`src/rtl/scpu_mem_arbiter_pkg.sv`:
```
// Shared types and helpers for the scpu memory arbiter.
// Holds the arbiter state encoding and the starvation-counter width helper.
// Imported by the arbiter top and its starvation counter.
package scpu_mem_arbiter_pkg;

    // Arbiter ownership of the single memory port.
    typedef enum logic [1:0] {
        SCPU_ARB_IDLE   = 2'd0,
        SCPU_ARB_BUSY_I = 2'd1,
        SCPU_ARB_BUSY_D = 2'd2
    } arb_state_t;

    // Counter width able to hold 0..limit inclusive.
    function automatic int starve_cnt_w(input int limit);
        int w;
        w = $clog2(limit + 1);
        if (w < 1) begin
            w = 1;
        end
        return w;
    endfunction

endpackage

```
`src/rtl/scpu_mem_arbiter_starve_ctr.sv`:
```
// Counts back-to-back data grants taken while fetch is waiting; raises force_fetch at the limit.
// Latency: force_fetch reflects the count registered on the previous edge.
// Backpressure: none; it only observes grants and the fetch request level.
module scpu_arb_starve_ctr
    import scpu_mem_arbiter_pkg::*;
#(
    parameter int STARVE_LIMIT = 4
) (
    input  logic clk,
    input  logic reset,
    input  logic i_idle,
    input  logic i_fetch_req,
    input  logic i_fetch_gnt,
    input  logic i_data_gnt,
    output logic o_force_fetch
);

    localparam int              CNT_W = starve_cnt_w(STARVE_LIMIT);
    localparam logic [CNT_W-1:0] LIMIT = CNT_W'(STARVE_LIMIT);

    logic [CNT_W-1:0] r_cnt;

    // Fetch grants and idle cycles without a fetch request wipe the streak;
    // data grants that overtake a waiting fetch extend it, saturating at the limit.
    always_ff @(posedge clk) begin
        if (reset) begin
            r_cnt <= '0;
        end else if (i_fetch_gnt) begin
            r_cnt <= '0;
        end else if (i_data_gnt && i_fetch_req) begin
            if (r_cnt != LIMIT) begin
                r_cnt <= r_cnt + CNT_W'(1);
            end
        end else if (i_idle && !i_fetch_req) begin
            r_cnt <= '0;
        end
    end

    assign o_force_fetch = (r_cnt == LIMIT);

endmodule

```
`src/rtl/scpu_mem_arbiter.sv`:
```
// Shares one single-ported memory between instruction fetch and load/store, data first with a starvation guard.
// Latency: grant in cycle 0, mem_req from cycle 1, ack in cycle k gives rvalid in cycle k+1 (minimum 2).
// Backpressure: one transaction in flight; grants are withheld while busy and mem_req holds until mem_ack.
module scpu_mem_arbiter
    import scpu_mem_arbiter_pkg::*;
#(
    parameter int ADDR_W       = 32,
    parameter int DATA_W       = 32,
    parameter int STARVE_LIMIT = 4
) (
    input  logic                clk,
    input  logic                reset,
    // instruction fetch side
    input  logic                i_req,
    input  logic [ADDR_W-1:0]   i_adr,
    output logic                i_gnt,
    output logic                i_rvalid,
    output logic [DATA_W-1:0]   i_rdata,
    // load/store side
    input  logic                d_req,
    input  logic                d_we,
    input  logic [ADDR_W-1:0]   d_adr,
    input  logic [DATA_W-1:0]   d_wdata,
    input  logic [DATA_W/8-1:0] d_be,
    output logic                d_gnt,
    output logic                d_rvalid,
    output logic [DATA_W-1:0]   d_rdata,
    // memory side
    output logic                mem_req,
    output logic                mem_we,
    output logic [ADDR_W-1:0]   mem_adr,
    output logic [DATA_W-1:0]   mem_wdata,
    output logic [DATA_W/8-1:0] mem_be,
    input  logic                mem_ack,
    input  logic [DATA_W-1:0]   mem_rdata,
    output logic                busy
);

    localparam int BE_W = DATA_W / 8;

    arb_state_t        r_state;
    arb_state_t        w_state_nxt;

    // Request captured at grant time; drives the memory port for the whole transaction.
    logic              r_lat_we;
    logic [ADDR_W-1:0] r_lat_adr;
    logic [DATA_W-1:0] r_lat_wdata;
    logic [BE_W-1:0]   r_lat_be;

    logic              r_i_rvalid;
    logic              r_d_rvalid;
    logic [DATA_W-1:0] r_i_rdata;
    logic [DATA_W-1:0] r_d_rdata;

    logic              w_idle;
    logic              w_force_fetch;
    logic              w_d_win;
    logic              w_i_win;
    logic              w_ack_i;
    logic              w_ack_d;

    assign w_idle  = (r_state == SCPU_ARB_IDLE);

    // Data wins unless fetch is waiting and has already been passed over STARVE_LIMIT times.
    assign w_d_win = w_idle && d_req && !(i_req && w_force_fetch);
    assign w_i_win = w_idle && i_req && !w_d_win;

    // Acks only count while a transaction is outstanding; stray acks in IDLE fall through.
    assign w_ack_i = (r_state == SCPU_ARB_BUSY_I) && mem_ack;
    assign w_ack_d = (r_state == SCPU_ARB_BUSY_D) && mem_ack;

    scpu_arb_starve_ctr #(
        .STARVE_LIMIT (STARVE_LIMIT)
    ) u_starve_ctr (
        .clk           (clk),
        .reset         (reset),
        .i_idle        (w_idle),
        .i_fetch_req   (i_req),
        .i_fetch_gnt   (w_i_win),
        .i_data_gnt    (w_d_win),
        .o_force_fetch (w_force_fetch)
    );

    // State register; reset abandons any outstanding access.
    always_ff @(posedge clk) begin
        if (reset) begin
            r_state <= SCPU_ARB_IDLE;
        end else begin
            r_state <= w_state_nxt;
        end
    end

    // Next state: a grant opens a transaction, mem_ack closes it.
    always_comb begin
        w_state_nxt = r_state;
        unique case (r_state)
            SCPU_ARB_IDLE: begin
                if (w_d_win) begin
                    w_state_nxt = SCPU_ARB_BUSY_D;
                end else if (w_i_win) begin
                    w_state_nxt = SCPU_ARB_BUSY_I;
                end
            end
            SCPU_ARB_BUSY_I,
            SCPU_ARB_BUSY_D: begin
                if (mem_ack) begin
                    w_state_nxt = SCPU_ARB_IDLE;
                end
            end
            default: begin
                w_state_nxt = SCPU_ARB_IDLE;
            end
        endcase
    end

    // Outputs: grants only in IDLE, memory port driven from the latch only while busy.
    always_comb begin
        i_gnt     = w_i_win;
        d_gnt     = w_d_win;
        busy      = !w_idle;
        mem_req   = 1'b0;
        mem_we    = 1'b0;
        mem_adr   = '0;
        mem_wdata = '0;
        mem_be    = '0;
        if (!w_idle) begin
            mem_req   = 1'b1;
            mem_we    = r_lat_we;
            mem_adr   = r_lat_adr;
            mem_wdata = r_lat_wdata;
            mem_be    = r_lat_be;
        end
    end

    // Capture the winner's request at the grant edge; fetches are full-word reads.
    always_ff @(posedge clk) begin
        if (reset) begin
            r_lat_we    <= 1'b0;
            r_lat_adr   <= '0;
            r_lat_wdata <= '0;
            r_lat_be    <= '0;
        end else if (w_d_win) begin
            r_lat_we    <= d_we;
            r_lat_adr   <= d_adr;
            r_lat_wdata <= d_wdata;
            r_lat_be    <= d_be;
        end else if (w_i_win) begin
            r_lat_we    <= 1'b0;
            r_lat_adr   <= i_adr;
            r_lat_wdata <= '0;
            r_lat_be    <= '1;
        end
    end

    // Register read data on ack and pulse rvalid the following cycle; rdata holds until the next pulse.
    always_ff @(posedge clk) begin
        if (reset) begin
            r_i_rvalid <= 1'b0;
            r_d_rvalid <= 1'b0;
            r_i_rdata  <= '0;
            r_d_rdata  <= '0;
        end else begin
            r_i_rvalid <= w_ack_i;
            r_d_rvalid <= w_ack_d;
            if (w_ack_i) begin
                r_i_rdata <= mem_rdata;
            end
            // Stores also capture the bus; consumers ignore d_rdata after a store.
            if (w_ack_d) begin
                r_d_rdata <= mem_rdata;
            end
        end
    end

    assign i_rvalid = r_i_rvalid;
    assign i_rdata  = r_i_rdata;
    assign d_rvalid = r_d_rvalid;
    assign d_rdata  = r_d_rdata;

endmodule

```
`config.mk`:
```
export PLATFORM = sky130hd
export DESIGN_NAME = scpu_mem_arbiter
export DESIGN_NICKNAME = d
export VERILOG_FILES = /design/src/rtl/scpu_mem_arbiter_pkg.sv /design/src/rtl/scpu_mem_arbiter_starve_ctr.sv /design/src/rtl/scpu_mem_arbiter.sv
export SDC_FILE = /design/constraint.sdc
export NUM_CORES = 1
export LEC_CHECK = 0
export ABC_AREA = 1
export CAP_MARGIN = 0
export CORE_MARGIN = 10
export CORE_UTILIZATION = 45
export CTS_CLUSTER_SIZE = 30
export DETAILED_ROUTE_END_ITERATION = 8
export PLACE_DENSITY = 0.86
export SLEW_MARGIN = 0
export SYNTH_ARGS = -nofsm -noshare
export SYNTH_HDL_FRONTEND = slang
export SYNTH_SLANG_ARGS = --single-unit
```
`constraint.sdc`:
```
create_clock -name clk -period 4.1 [get_ports clk]
set_input_delay 0.82 -clock clk [delete_from_list [all_inputs] [get_ports clk]]
set_output_delay 0.82 -clock clk [all_outputs]
set_load 0.01 [all_outputs]
```
# After elaboration in Yosys (flattened, before gate mapping)
# Index checks and enable logic that the tools add are counted.
[word_totals]
out_inout_bits = 139
latchBits = 0
reg_bits = 140
inputBits = 138
memories = 0
ramBits = 0
word_cells = 58
rom_bits = 0
[op_classes]
reduce_logical = 20
multipliers = 0
n_lt_le_gt_ge = 0
eq_ne = 7
n_mux = 20
bitwise_logic = 0
n_addsub = 1
shifts = 0
div = 0
[op_table]
columns = ["operator", "n"]
rows = [
  ["$mux 32", 6],
  ["$mux 4", 3],
  ["$logic_and 1x1->1", 9],
  ["$mux 3", 3],
  ["$mux 2", 3],
  ["$ne 3x3->1 const B", 2],
  ["$logic_not 1->1", 4],
  ["$mux 1", 4],
  ["$ne 2x2->1 const B", 2],
  ["$pmux 2 s2", 1],
  ["$reduce_and 2->1", 2],
  ["$reduce_bool 2->1", 2],
  ["$reduce_or 2->1", 2],
  ["$add 3x1->3 const B", 1],
  ["$eq 3x3->1 const B", 1],
  ["$eq 2x1->1 const B", 1],
  ["$eq 2x2->1 const B", 1],
  ["$logic_not 2->1", 1],
]

# Logic depth before layout (Yosys ltp)
# Gate-level depths: netlist of run 1.
[depth]
ltp_word = 9
ltp_mapped = 10
depth_no_buf = 8

# Modules after synthesis
# Synthesis of run 1 repeated with hierarchy kept, for this count alone.
[hier_totals]
cells_unflattened = 927
hier_area_um2 = 6198.4
[modules_own_cells]
columns = ["mod", "n_inst", "area_each_um2", "cells_each", "seq_area_each_um2"]
rows = [
  ["scpu_mem_arbiter", 1, 5980.7, 899, 2742.6],
  ["scpu_arb_starve_ctr", 1, 217.7, 28, 60.1],
]

# Worst setup path after synthesis of run 1
# No wires, ideal clock.
[synth_path]
path_kind = "register -> output"
from = "register r_state[0]"
to = "output mem_req"
path_stages_with_launch = 7
path_slack_ns = 1.988
t_required_ns = 3.280
arrival_ns = 1.292
path_buffers = 3
path_cell_list = "dfxtp_1 > inv_1 > ha_1 > buf_2 > buf_1 > inv_1 > buf_4"
[synth_between]
elab_chain_len = 2
[synth_rtl]
columns = ["element", "line_no", "source"]
rows = [
  ["start, declared", "scpu_mem_arbiter.sv:41", "arb_state_t r_state;"],
  ["start signal, assigned", "scpu_mem_arbiter.sv:89", "r_state <= w_state_nxt;"],
  ["$logic_not 2->1", "scpu_mem_arbiter.sv:62", "assign w_idle = (r_state == SCPU_ARB_IDLE);"],
  ["$mux 1", "scpu_mem_arbiter.sv:126", "if (!w_idle) begin"],
  ["end, declared", "scpu_mem_arbiter.sv:29", "output logic mem_req,"],
]
# Every way passes these cells.

# Worst setup path in the final report of run 1
[layout_path]
from = "register r_state[0]"
to = "output i_gnt"
[layout_between]
elab_chain_len = 5
word_cells_on_any_way = 6
classes_between = "6 x reduce/logical"
[layout_rtl]
columns = ["element", "line_no", "source"]
rows = [
  ["$logic_not 2->1 *", "scpu_mem_arbiter.sv:62", ""],
  ["$logic_and 1x1->1 (2 in series)", "scpu_mem_arbiter.sv:65", "assign w_d_win = w_idle && d_req && !(i_req && w_force_fetch);"],
  ["$logic_not 1->1", "scpu_mem_arbiter.sv:66", "assign w_i_win = w_idle && i_req && !w_d_win;"],
  ["$logic_and 1x1->1 *", "scpu_mem_arbiter.sv:66", ""],
  ["end, declared", "scpu_mem_arbiter.sv:16", "output logic i_gnt,"],
]
# Every way passes the cells marked *; elsewhere a longest branch is shown, timed or not.

==> results.rst, run 1 <==
.. list-table::
   :header-rows: 1

   * - Metric
     - Value
   * - Detail-routed net length per standard cell
     - 16.36 um
   * - Count of flip-flops with a built-in enable after synthesis
     - 0
   * - Leakage power total
     - 3.624 nW
   * - Delay of the slowest cell on the worst path
     - 570 ps
   * - Post-placement cell count
     - 1,252
   * - Number of routed nets with antenna violations
     - 0
   * - Relative slew slack
     - 26.34%
   * - Y dimension of the die
     - 134.8 um
   * - Category of the critical setup timing path
     - flip-flop to output pin
   * - Hold violation total from the final report
     - 0
   * - Gpl congestion
     - 0.8220
   * - Critical path origin
     - r_state[0]
   * - Arrival time of data at the critical path endpoint
     - 2410 ps
   * - Number of slew-limit violations in the final report
     - 0
   * - CTS HTree Levels
     - 4
   * - Sequential cell area
     - 2803 sq um
   * - List of most frequent post-synthesis cells
     - sky130_fd_sc_hd__nor2_1 (204), sky130_fd_sc_hd__dfxtp_1 (140), sky130_fd_sc_hd__nand2_1 (112), sky130_fd_sc_hd__o21ai_0 (96), sky130_fd_sc_hd__inv_1 (81)
   * - Clock-pin slew reported for the worst setup and hold paths after clock tree synthesis
     - 60 ps
   * - Number of violations reported at the end of detailed-routing iteration 0
     - 480
   * - Result of the run
     - completed
   * - Total DRC errors in the routed layout
     - 0
   * - Vias in the first global route
     - 6,013
   * - Global-route wire length before repair
     - 32,370 um
   * - Synth warnings
     - 0
   * - Hold_sp
     - i_rdata[13]
   * - Cell with the largest stage delay on the worst path
     - sky130_fd_sc_hd__ha_2
   * - Sinks on the clock net
     - 140
   * - Maximum clock insertion buffer count
     - 2
   * - Later-pin clock latency in the skew report
     - 410 ps
   * - Ant diodes
     - 0
   * - Antenna violations before repair
     - 0
   * - Most used standard cell by instance count after synthesis
     - sky130_fd_sc_hd__nor2_1
   * - Average vias per placed instance
     - 4.987
   * - Family with the most delay on the worst path
     - buffers and inverters
   * - Total negative setup slack
     - 0 ps
   * - Leading area contributor after synthesis
     - sky130_fd_sc_hd__dfxtp_1
   * - Area occupied by multi-input gates
     - 2509 sq um
   * - Worst min path class
     - flip-flop to flip-flop
   * - Cells after synthesis
     - 859
   * - Largest voltage drop on the vdd net
     - 315.5 uV
   * - Post-Synthesis Mean Instance Area
     - 6.901 sq um
   * - Number of gates given a new drive strength after cts
     - 0
   * - Period utilization
     - 78.71%
   * - Mapped Nets
     - 1,002
   * - Clock skew after layout
     - 6.017 ps
   * - #FFs+latches synth
     - 140
   * - Area growth from synthesis to final layout
     - 57.11%
   * - Initial cell density of the core
     - 46.41%
   * - Router iterations before antenna repair
     - 5
   * - # nets final
     - 1,242
   * - Transition time at the pin with the least slew margin
     - 1104 ps
   * - Time the final worst path needs with I/O delays and setup
     - 3227 ps
   * - Area share of the leading cell type in the synthesized netlist
     - 47.28%
   * - Total number of placement rows
     - 41
   * - Area enclosed by the die boundary
     - 18,160 sq um
   * - Setup repair after global routing missed its margin
     - false
   * - Cells taking the most area after synthesis
     - sky130_fd_sc_hd__dfxtp_1 (47%), sky130_fd_sc_hd__nor2_1 (13%), sky130_fd_sc_hd__o21ai_0 (8.1%), sky130_fd_sc_hd__nand2_1 (7.1%), sky130_fd_sc_hd__nand3_1 (6.2%)
   * - Worst slack on hold paths
     - 479.0 ps
   * - Series of cell instances along the critical path
     - inv_1, ha_2, nand2_2, inv_2, nand2_1, nand2_1, inv_1, clkdlybuf4s50_1
   * - Async SR Flop Fraction
     - 0%
   * - Combined global-route utilization of all metal layers
     - 22.32%
   * - Post-layout instance count excluding filler cells
     - 1,284
   * - Grt ovf
     - 0
   * - Pin count of the biggest net entering global routing
     - 98
   * - Post-CTS Hold Fix Bufs
     - 0
   * - Distinct cells, synth
     - 18
   * - Peak fanout along the critical path
     - 25
   * - Number of buffers created by CTS
     - 17
   * - Worst endpoint required time
     - 3280 ps
   * - Sequential element share of the synthesized area
     - 47.28%
   * - Combined buffer and inverter count along the critical path
     - 4
   * - Highest Clock Rate
     - 0.3099 GHz
   * - Post-DP HPWL
     - 14,530 um
   * - Clock root buffer
     - sky130_fd_sc_hd__clkbuf_16
   * - Core region area
     - 12,770 sq um
   * - Post-CTS Repair Setup Buffers
     - 0
   * - Max Cap Viol
     - 0
   * - Post-detailed-routing wire length
     - 21,010 um
   * - Category of the worst setup path capture point
     - output pin
   * - Kind of start point of the critical path
     - flip-flop
   * - TritonCTS clock tree
     - yes
   * - Total I/O pin count
     - 277
   * - Netlist Area Pre-Place
     - 5928 sq um
   * - Via count of the routed design
     - 6,403
   * - Total of endpoints with negative setup slack in the final report
     - 0
   * - Most used flip-flop cell after synthesis
     - sky130_fd_sc_hd__dfxtp_1
   * - Power per Cell Area
     - 499.6 nW/um^2
   * - Count of input and output buffers
     - 276
   * - Origin of the critical flop-to-flop path
     - r_state[0]
   * - Count of filler cells inserted in the layout
     - 972
   * - Share of post-route cells with drive strength above 1
     - 4.227%
   * - Die boundary width
     - 134.8 um
==> cells in the final DEF, fill, tap and decap left out, types with 7 or more instances in the layout <==
cell type / count
sky130_fd_sc_hd__clkdlybuf4s50_1: 276
sky130_fd_sc_hd__a21oi_1: 70
sky130_fd_sc_hd__o21ai_0: 96
sky130_fd_sc_hd__dfxtp_1: 140
sky130_fd_sc_hd__nor2_1: 204
sky130_fd_sc_hd__nand3_1: 73
sky130_fd_sc_hd__nand2_1: 112
sky130_fd_sc_hd__buf_4: 7
sky130_fd_sc_hd__inv_1: 81
sky130_fd_sc_hd__nor3_1: 8
sky130_fd_sc_hd__clkbuf_16: 17
==> worst min-delay path, cell delays in order (launching register included) <==
cell,delay (ps)
sky130_fd_sc_hd__dfxtp_1,320
sky130_fd_sc_hd__nor2_1,50
sky130_fd_sc_hd__nor2_1,80
==> area by class of cell <==
type	count	share of cell area, %
Timing Repair Buffer	285	30.66
Sequential cell	140	30.09
Multi-Input combinational cell	571	26.93
Clock buffer	19	4.863
Inverter	84	3.385
Tap cell	172	2.311
Clock inverter	13	1.760
==> registers in the layout (all words and copies together) (netlist names) <==
signal / count
r_lat_be: 4
r_lat_wdata: 32
i_rdata: 32
d_rvalid: 1
r_lat_adr: 32
r_state: 2
r_lat_we: 1
d_rdata: 32
u_starve_ctr.r_cnt: 3
i_rvalid: 1
==> where the power goes <==
group,total (mW),leakage (nW),internal [mW],switching [mW]
clock network,1.58,0.300,0.993,0.592
logic,1.43,2.18,0.634,0.801
registers,1.63,1.15,1.55,0.0788
==> worst paths after layout <==
| kind | end | slack (ps) | depth (start not counted) |
|---|---|---|---|
| max | i_gnt | 870 | 8 |
| min | i_rdata[13] | 480 | 2 |
| max reg2reg | r_lat_wdata[29] | 1740 | 9 |
| min reg2reg | i_rdata[13] | 480 | 2 |
==> logic make-up (layout without fill, tap and decap cells) <==
logic type	Yosys count	in the layout	share of synthesized area (%)
flops	140	140	47.28
buf+inv	148	401	10.45
compound gates	166	166	14.01
fa+ha+maj	5	5	1.055
xor+xnor	1	1	0.1478
simple gates	399	399	27.06
==> routing by layer <==
| metal | part of all wire [%] | vias to the layer above | global-route usage (%) |
|---|---|---|---|
| li1 | - | 3182 | - |
| met1 | 38 | 2920 | 24.93 |
| met2 | 47 | 278 | 36.23 |
| met3 | 13 | 23 | 10.91 |
| met4 | 1.9 | 0 | 7.618 |
| met5 | 0 | - | 0 |
==> metrics by stage <==
step	setup slack, ps	area (sq um)	util [%]	total power, mW
detailed placement	979.1	8697	68.09	3.093
global placement	1009	8697	68.09	3.073
global route	690.3	9314	72.92	4.909
floorplan	1988	5928	-	2.452
finish	873.0	9314	72.92	4.653
CTS	841.0	9314	72.92	4.685
Note: power is estimated with default switching activity, not from simulation.
==> run 2, diff against run 1 <==
--- a/config.mk
+++ b/config.mk
@@ -8,10 +8,10 @@
 export ABC_AREA = 1
 export CAP_MARGIN = 0
 export CORE_MARGIN = 10
-export CORE_UTILIZATION = 45
+export CORE_UTILIZATION = 37
 export CTS_CLUSTER_SIZE = 30
 export DETAILED_ROUTE_END_ITERATION = 8
-export PLACE_DENSITY = 0.86
+export PLACE_DENSITY = 0.75
 export SLEW_MARGIN = 0
 export SYNTH_ARGS = -nofsm -noshare
 export SYNTH_HDL_FRONTEND = slang
==> constraint.sdc (replaced) <==
create_clock -name clk -period 2.83 [get_ports clk]
set_input_delay 0.566 -clock clk [delete_from_list [all_inputs] [get_ports clk]]
set_output_delay 0.566 -clock clk [all_outputs]
set_load 0.01 [all_outputs]
==> run 2 against run 1 <==
Net effect: via count shrank 1.9%; non-clock buffer count grew 5; clock skew grew 1.4 ps; worst hold slack is essentially flat; sequential cell count is the same; routed wire length shrank 1.0%; sequential share of layout area shrank 0.23 points; clock power grew 39%; die area grew 18%.
==> results.rst, run 2 (synthesized netlist as in run 1, its figures left out) <==
.. list-table::
   :header-rows: 1

   * - Metric
     - Value
   * - Area occupied by multi-input gates
     - 2509 sq um (unchanged)
   * - Endpoint of the most critical register-to-register path
     - r_lat_adr[0] (was r_lat_wdata[29])
   * - Maximum clock insertion buffer count
     - 2 (unchanged)
   * - Most common library cell in the layout ignoring fill and taps
     - sky130_fd_sc_hd__clkdlybuf4s50_1 (unchanged)
   * - Pin count of the biggest net entering global routing
     - 98 (unchanged)
   * - Total I/O pin count
     - 277 (unchanged)
   * - Category of the critical setup timing path
     - flip-flop to output pin (unchanged)
   * - Worst min path class
     - flip-flop to flip-flop (unchanged)
   * - Vias in the first global route
     - 5,948 (was 6,013)
   * - Clock-pin slew reported for the worst setup and hold paths after clock tree synthesis
     - 60 ps (about the same)
   * - Number of slew-limit violations in the final report
     - 0 (unchanged)
   * - Pwr Total
     - 6.643 mW (was 4.653 mW)
   * - Gpl congestion
     - 0.8090 (was 0.8220)
   * - Result of the run
     - completed (unchanged)
   * - Grt ovf
     - 0 (unchanged)
   * - Relative slew slack
     - 51.78% (was 26.34%)
   * - Total DRC errors in the routed layout
     - 0 (unchanged)
   * - Clock root buffer
     - sky130_fd_sc_hd__clkbuf_16 (unchanged)
   * - Total number of placement rows
     - 46 (was 41)
   * - Number of buffers created by CTS
     - 17 (unchanged)
   * - Time the final worst path needs with I/O delays and setup
     - 2642 ps
   * - Setup repair after global routing missed its margin
     - false (unchanged)
   * - Utilization after layout
     - 59.51% (was 72.92%)
   * - Category of the worst setup path capture point
     - output pin (unchanged)
   * - Power per Cell Area
     - 707.8 nW/um^2 (was 499.6 nW/um^2)
   * - Number of routed nets with antenna violations
     - 0 (unchanged)
   * - Number of violations reported at the end of detailed-routing iteration 0
     - 305 (was 480)
   * - Average vias per placed instance
     - 4.705 (was 4.987)
   * - Highest Clock Rate
     - 0.3785 GHz
   * - Most frequent cells in the layout
     - sky130_fd_sc_hd__clkdlybuf4s50_1 (276), sky130_fd_sc_hd__nor2_1 (204), sky130_fd_sc_hd__dfxtp_1 (140) (unchanged)
   * - Hold violation total from the final report
     - 0 (unchanged)
   * - Core region area
     - 15,770 sq um (was 12,770 sq um)
   * - Number of instances on the worst hold path
     - 2 (unchanged)
   * - Post-placement cell count
     - 1,301 (was 1,252)
   * - Antenna violations before repair
     - 1 (was 0)
   * - Peak fanout along the critical path
     - 51 (was 25)
   * - Reg2reg setup slack
     - 870 ps (was 1740 ps)
   * - Initial cell density of the core
     - 37.59% (was 46.41%)
   * - Y dimension of the die
     - 146.6 um (was 134.8 um)
   * - Max Cap Viol
     - 0 (unchanged)
   * - Area enclosed by the die boundary
     - 21,490 sq um (was 18,160 sq um)
   * - Later-pin clock latency in the skew report
     - 410 ps (about the same)
   * - Arrival time of data at the critical path endpoint
     - 2080 ps (was 2410 ps)
   * - Total of endpoints with negative setup slack in the final report
     - 0 (unchanged)
   * - Count of filler cells inserted in the layout
     - 1,490 (was 972)
   * - Largest voltage drop on the vdd net
     - 403.2 uV (was 315.5 uV)
   * - Detail-routed net length per standard cell
     - 15.57 um (was 16.36 um)
   * - Router iterations before antenna repair
     - 5 (unchanged)
   * - Post-layout worst setup margin
     - 188.2 ps (was 873.0 ps)
   * - Origin of the critical flop-to-flop path
     - r_state[0] (unchanged)
   * - Transition time at the pin with the least slew margin
     - 723.2 ps (was 1104 ps)
   * - Hold_sp
     - i_rdata[18] (was i_rdata[13])
   * - Worst endpoint required time
     - 2260 ps (was 3280 ps)
   * - Post-CTS Repair Setup Buffers
     - 0 (unchanged)
   * - Combined global-route utilization of all metal layers
     - 18.60% (was 22.32%)
   * - Total negative setup slack
     - 0 ps (unchanged)
   * - Via count of the routed design
     - 6,281 (was 6,403)
   * - Share of post-route cells with drive strength above 1
     - 4.655% (was 4.227%)
   * - Post-DP HPWL
     - 14,540 um (was 14,530 um)
   * - Sequential cell area
     - 2803 sq um (unchanged)
   * - CTS HTree Levels
     - 4 (unchanged)
   * - Period utilization
     - 93.35%
   * - # nets final
     - 1,247 (was 1,242)
   * - Die boundary width
     - 146.6 um (was 134.8 um)
   * - Kind of start point of the critical path
     - flip-flop (unchanged)
   * - Clock skew after layout
     - 7.443 ps (was 6.017 ps)
   * - Area growth from synthesis to final layout
     - 58.32% (was 57.11%)
   * - Worst Reg-to-Reg Cells
     - 9 (unchanged)
   * - Worst Hold Endpoint
     - i_rdata[18] (was i_rdata[13])
   * - Sinks on the clock net
     - 140 (unchanged)
   * - Critical path origin
     - r_state[0] (unchanged)
   * - Post-layout instance count excluding filler cells
     - 1,335 (was 1,284)
   * - TritonCTS clock tree
     - yes (unchanged)
   * - Worst slack after detailed placement
     - 296.3 ps (was 979.1 ps)
   * - Global-route wire length before repair
     - 32,690 um (was 32,370 um)
   * - Leakage power total
     - 3.631 nW (was 3.624 nW)
   * - Post-detailed-routing wire length
     - 20,790 um (was 21,010 um)
   * - Count of input and output buffers
     - 276 (unchanged)
[run 2: cell count changes in the layout (fill, tap and decap cells not counted)]
cell	before	now
sky130_fd_sc_hd__clkinvlp_4	2	3
sky130_fd_sc_hd__diode_2	0	2
sky130_fd_sc_hd__clkbuf_8	2	0
sky130_fd_sc_hd__buf_4	7	11
sky130_fd_sc_hd__inv_6	3	4
sky130_fd_sc_hd__buf_6	0	1
sky130_fd_sc_hd__inv_8	0	1
sky130_fd_sc_hd__bufinv_16	3	2
[run 2: worst max-delay path by stage]
stage	to	slack (ps)	depth (start not counted)
floorplan	mem_req	970	6
global placement	i_gnt	320	6
detailed placement	i_gnt	300	7
CTS	mem_we	20	5
global route	mem_adr[30]	50	5
finish	mem_adr[31]	190	5
[run 2: where the power goes]
part           internal, mW  switching, mW  leakage [nW]
Combinational         0.929           1.15          2.20
Sequential             2.25          0.113          1.15
Clock                  1.31          0.891         0.282
[run 2: area by class of cell]
| type | count | share of cell area, % |
|---|---|---|
| diodes | 2 | 0.05333 |
| clock buffers | 17 | 4.533 |
| clock inverters | 15 | 1.720 |
| inverters | 84 | 3.360 |
| multi-input cells | 571 | 26.73 |
| flip-flops and latches | 140 | 29.86 |
| well taps | 216 | 2.880 |
| repair buffers | 290 | 30.86 |
[run 2: routing by layer]
layer  share of wire [%]  vias to the layer above  GRT usage [%]
met5                   0                        -              0
met4                 1.8                        0          6.156
met3                 9.8                       27          8.807
met2                  47                      214          29.64
met1                  41                     2839          21.49
li1                    -                     3201              -
[run 2: through the flow]
step                cell area [sq um]  hold WS (ps)
floorplan                        5928         456.3
finish                           9385         478.9
global placement                 8790         461.0
detailed placement               8790         470.2
CTS                              9376         484.3
global route                     9383         505.0
[run 2: worst max-delay path, stage by stage, from the launching register on]
cell and delay, ps:
sky130_fd_sc_hd__dfxtp_1 330, sky130_fd_sc_hd__inv_1 90, sky130_fd_sc_hd__ha_2 260, sky130_fd_sc_hd__buf_6 350, sky130_fd_sc_hd__nor2_1 110, sky130_fd_sc_hd__clkdlybuf4s50_1 500
[run 2: repair_timing]
action,4_1_cts,5_1_grt
hold buffers,0,0
resized for setup,0,1
setup endpoints to repair,0,51
